[config.mk]
export PLATFORM = sky130hd
export DESIGN_NAME = alu_exec
export DESIGN_NICKNAME = d
export VERILOG_FILES = /design/src/rtl/alu_exec.sv
export SDC_FILE = /design/constraint.sdc
export NUM_CORES = 1
export LEC_CHECK = 0
export ABC_AREA = 1
export BUFFER_PORTS_ARGS = -buffer_cell sky130_fd_sc_hd__buf_2
export CORE_ASPECT_RATIO = 0.75
export CORE_MARGIN = 2
export CORE_UTILIZATION = 50
export CTS_BUF_LIST = sky130_fd_sc_hd__clkbuf_16
export DETAILED_ROUTE_END_ITERATION = 6
export HOLD_SLACK_MARGIN = 0.08
export PLACE_DENSITY = 0.71
export SLEW_MARGIN = 20
export SYNTH_ARGS = -nofsm -noshare
export SYNTH_HDL_FRONTEND = slang
export SYNTH_SLANG_ARGS = --single-unit
[constraint.sdc]
create_clock -name clk -period 2.7 [get_ports clk]
set_input_delay 0.54 -clock clk [delete_from_list [all_inputs] [get_ports clk]]
set_output_delay 0.54 -clock clk [all_outputs]
set_load 0.02 [all_outputs]
[src/rtl/alu_exec.sv]
// Registered ALU execute stage: one-entry valid/ready output register plus the
// processor status flags {C, L, F, Z, N}, updated only on accepted operations.
module alu_exec #(
  parameter int WIDTH = 16
) (
  input  logic             clk,
  input  logic             reset,
  input  logic             in_valid,
  output logic             in_ready,
  input  logic [2:0]       alucont,
  input  logic [WIDTH-1:0] a,
  input  logic [WIDTH-1:0] b,
  output logic             out_valid,
  input  logic             out_ready,
  output logic [WIDTH-1:0] result,
  output logic             wb_en,
  output logic             err,
  output logic [4:0]       flags
);

  localparam logic [2:0] OP_ADD = 3'b000;
  localparam logic [2:0] OP_SUB = 3'b001;
  localparam logic [2:0] OP_AND = 3'b010;
  localparam logic [2:0] OP_XOR = 3'b011;
  localparam logic [2:0] OP_OR  = 3'b100;
  localparam logic [2:0] OP_CMP = 3'b101;

  localparam int FC = 4;
  localparam int FL = 3;
  localparam int FF = 2;
  localparam int FZ = 1;
  localparam int FN = 0;

  logic             out_valid_q, out_valid_d;
  logic [WIDTH-1:0] result_q, result_d;
  logic             wb_en_q, wb_en_d;
  logic             err_q, err_d;
  logic [4:0]       flags_q, flags_d;

  logic             accept;
  logic [WIDTH:0]   sum_ext, diff_ext;
  logic [WIDTH-1:0] op_res;
  logic             op_wb, op_err;
  logic [4:0]       op_flags;
  logic             a_msb, b_msb;

  assign in_ready = !reset && (!out_valid_q || out_ready);
  assign accept   = in_valid && in_ready;

  assign sum_ext  = {1'b0, a} + {1'b0, b};
  assign diff_ext = {1'b0, a} - {1'b0, b};
  assign a_msb    = a[WIDTH-1];
  assign b_msb    = b[WIDTH-1];

  always_comb begin
    op_res   = '0;
    op_wb    = 1'b0;
    op_err   = 1'b0;
    op_flags = flags_q;
    case (alucont)
      OP_ADD: begin
        op_res       = sum_ext[WIDTH-1:0];
        op_wb        = 1'b1;
        op_flags[FC] = sum_ext[WIDTH];
        op_flags[FF] = (a_msb == b_msb) && (op_res[WIDTH-1] != a_msb);
      end
      OP_SUB: begin
        op_res       = diff_ext[WIDTH-1:0];
        op_wb        = 1'b1;
        op_flags[FC] = diff_ext[WIDTH];
        op_flags[FF] = (a_msb != b_msb) && (op_res[WIDTH-1] != a_msb);
      end
      OP_AND: begin
        op_res = a & b;
        op_wb  = 1'b1;
      end
      OP_XOR: begin
        op_res = a ^ b;
        op_wb  = 1'b1;
      end
      OP_OR: begin
        op_res = a | b;
        op_wb  = 1'b1;
      end
      OP_CMP: begin
        op_res       = a;
        op_flags[FZ] = (a == b);
        op_flags[FL] = diff_ext[WIDTH];
        op_flags[FN] = ($signed(a) < $signed(b));
      end
      default: op_err = 1'b1;
    endcase
    // Every write-back op derives Z and N from its result
    if (op_wb) begin
      op_flags[FZ] = (op_res == '0);
      op_flags[FN] = op_res[WIDTH-1];
    end
  end

  always_comb begin
    out_valid_d = out_valid_q;
    result_d    = result_q;
    wb_en_d     = wb_en_q;
    err_d       = err_q;
    flags_d     = flags_q;
    if (accept) begin
      out_valid_d = 1'b1;
      result_d    = op_res;
      wb_en_d     = op_wb;
      err_d       = op_err;
      flags_d     = op_flags;
    end else if (out_valid_q && out_ready) begin
      out_valid_d = 1'b0;
    end
  end

  always_ff @(posedge clk) begin
    if (reset) begin
      out_valid_q <= 1'b0;
      result_q    <= '0;
      wb_en_q     <= 1'b0;
      err_q       <= 1'b0;
      flags_q     <= 5'b00000;
    end else begin
      out_valid_q <= out_valid_d;
      result_q    <= result_d;
      wb_en_q     <= wb_en_d;
      err_q       <= err_d;
      flags_q     <= flags_d;
    end
  end

  assign out_valid = out_valid_q;
  assign result    = result_q;
  assign wb_en     = wb_en_q;
  assign err       = err_q;
  assign flags     = flags_q;

endmodule

==> metrics <==
Clock Latency Late Sink=0.26 ns; share of layout cells above drive strength 1=~16%; commonest cells in the netlist=nand2_1, inv_1, nand3_1; Critical-path top delay cell=fa_1; Crit. End Element=flip-flop; Final nets=~860; largest cells by area after synthesis=nand2_1, ha_1, dfxtp_1, nand3_1, inv_1; Cell Pwr Density=353.3 nW/um^2; # clock sinks=24; clk buf depth=2; total routing usage reported by global routing=30.92%; hold_sp=result[14]$_SDFFE_PP0P_; crit path cell chain=buf_2 > inv_1 > buf_4 > fa_1 > inv_1 > nand2_1 > nand2_1 > nand2_1 > nand2_1 > nand2_1 > nand3_1 > nand3_1 > nor2_1 > nand3_1 > nor2_1 > nand3_1 > a21oi_1; period utilization=93.85%; CP Buf/Inv Count=4; Synth warnings=0; IO buf count=63; hold_buf cts=0; leak pwr=roughly 2.7 nW; Worst path max stage delay=0.46 ns; largest net degree at the start of global routing=26; Setup CP Type=input pin to flip-flop; post-DP HPWL=between 10000 and 15000 um; Routed WL=12870 um; CTS tree=done; post-route insts no fill=872; TritonRoute pass-1 iters=4; Iteration-0 DRC Markers=312; Total Power=1.622 mW; clk_skew=0.003938 ns; placed cell areas=4477 um^2; buffer count from post-CTS setup fixing=0; Setup violations, final=0; first-pass GRT wire length=20730 um; Initial Util=51.77%; Die Ht=around 80 um; Vias=4732; FP Rows=27; Synth Register Bits=24; clk slew on worst S/H paths=about 0.060 ns; Slew Limit Fails=0; Vias/cell=~5.4; critical path required time=a little under 3 ns; FF-to-FF End=flags[0]$_SDFFE_PP0P_; post-synthesis sequential area ratio=12.60%; setup TNS=0 ns; Num CTS Buffers=3; f_max=0.3946 GHz; root buf cell=clkbuf_16; Unique masters post-synth=34; crit path time final=2.534 ns; average cell area after synthesis=5.598 um^2; core area=7365 um^2; Max-slew headroom=between 60% and 70%; HP Class=flip-flop to flip-flop; R2R setup slack=~1.2 ns; DR DRC count=0; Slew @ Worst Pin=0.5854 ns; Antenna diodes=0; Yosys top cell by area=nand2_1; GPL Wtd Cong=between 1 and 1.5; post-route cell area=4592 um^2; CP top delay family=simple AND/OR/NAND/NOR gates; Max-Cap Viols=0; Arr. time, crit path=2.72 ns; crit path to=flags[1]$_SDFFE_PP0P_; Critical Path Stages=17; Hold Fails Final Rpt=0; Layout area overhead=20.45%; most frequent cell after synthesis=nand2_1; synthesized area=3812 um^2; vias in the first global route=about 4200; Synth top area share=18.71%; fillers=747; Die X=104.8 um; antenna violations before repair=0; worst hold slack=0.4688 ns; Synthesized Nets=772; Die Area=8347 um^2; Async SR Flop Fraction=0%; R2R depth=7; Peak VDD IR=between 0.2 and 0.3 mV; most numerous cell on the critical path=nand2_1; status=complete, no violations; Cells after DPL=roughly 870; I/O pins=64; global route overflow=0; startpoint types=input pin; top_reg_cell synth=dfxtp_1; Cells after Synth=between 600 and 700; CP Launch Point=a[1]; Worst Path Max Fanout=4; Reg2Reg Launch Point=out_valid$_SDFFE_PP0P_; Avg WL per Cell=about 15 um; RSZ-0062 raised after global routing=no; remaining antenna violation count=0; Post-synth EDFFs=0; CTS H-tree depth=1
[per-layer routing]
layer | vias to the layer above | track usage [%] | share of wire [%]
met1 | 2123 | 43.37 | 46
li1 | 2350 | - | -
met2 | 225 | 49.16 | 41
met3 | 34 | 4.000 | 9.6
met4 | 0 | 10.13 | 3.2
met5 | - | 0 | 0
[worst min path at each step]
stage / cells after the start / slack, ns / end
6_report: 2 / 0.47 / result[14]$_SDFFE_PP0P_
3_5_place_dp: 2 / 0.46 / result[7]$_SDFFE_PP0P_
4_1_cts: 2 / 0.47 / result[14]$_SDFFE_PP0P_
2_1_floorplan: 2 / 0.53 / flags[4]$_SDFFE_PP0P_
3_3_place_gp: 2 / 0.45 / wb_en$_SDFFE_PP0P_
5_1_grt: 2 / 0.49 / result[5]$_SDFFE_PP0P_
[sequential cells by signal, summed over array words and instances (netlist names)]
| name | flops |
|---|---|
| result | 16 |
| flags | 5 |
| err | 1 |
| out_valid | 1 |
| wb_en | 1 |
[what timing repair did]
item                                    CTS  global route
resized for setup                         0             5
endpoints found under the setup margin    0             1
hold endpoints to repair                  0             0
[worst register-to-register path, stage by stage (launching register included)]
cell      delay [ns]
dfxtp_1         0.32
a21oi_1         0.18
nand2_1         0.14
clkinv_1        0.19
o21ai_0         0.11
inv_1           0.20
o21ai_0         0.12
a31oi_1         0.19
[stage by stage]
stage          worst slack [ns]  util, %
2_1_floorplan            0.4814        -
3_3_place_gp            -0.1110    60.79
3_5_place_dp           -0.08011    60.79
4_1_cts                  0.1719    62.22
5_1_grt                 0.03392    62.35
6_report                 0.1660    62.35
[cell families (layout without fill, tap and decap cells)]
group	after synthesis	in the layout	share of synthesized area (%)
AO/OA/AOI/OAI	87	87	13.13
AND/OR/NAND/NOR	370	370	40.99
adder cells (fa/ha/maj)	52	52	17.46
buffers and inverters	146	236	15.36
flip-flops	24	24	12.60
XOR/XNOR	2	2	0.4596
[layout make-up]
class	instances	area, um^2	share of cell area [%]
clock buffer	3	75.07	1.635
sequential	24	480.5	10.46
multi-input combinational	511	2756	60.03
inverter	126	473.0	10.30
timing repair buffer	106	650.6	14.17
tap	101	126.4	2.752
clock inverter	1	30.03	0.6540
[report_power, final]
group | leakage [nW] | switching, mW | internal, mW
Combinational | 2.45 | 0.521 | 0.289
Sequential | 0.197 | 0.0122 | 0.380
Clock | 0.0511 | 0.125 | 0.295
[cells in the final DEF (no fill, tap or decap), drive strengths merged, types with 4 or more instances in the layout]
| cell type | count |
|---|---|
| nand3 | 93 |
| inv | 124 |
| nand2 | 190 |
| a21oi | 34 |
| ha | 50 |
| o21bai | 4 |
| dfxtp | 24 |
| nand4 | 11 |
| o22ai | 18 |
| o21ai | 19 |
| buf | 106 |
| nor2 | 69 |
(Power assumes the default switching activity.)
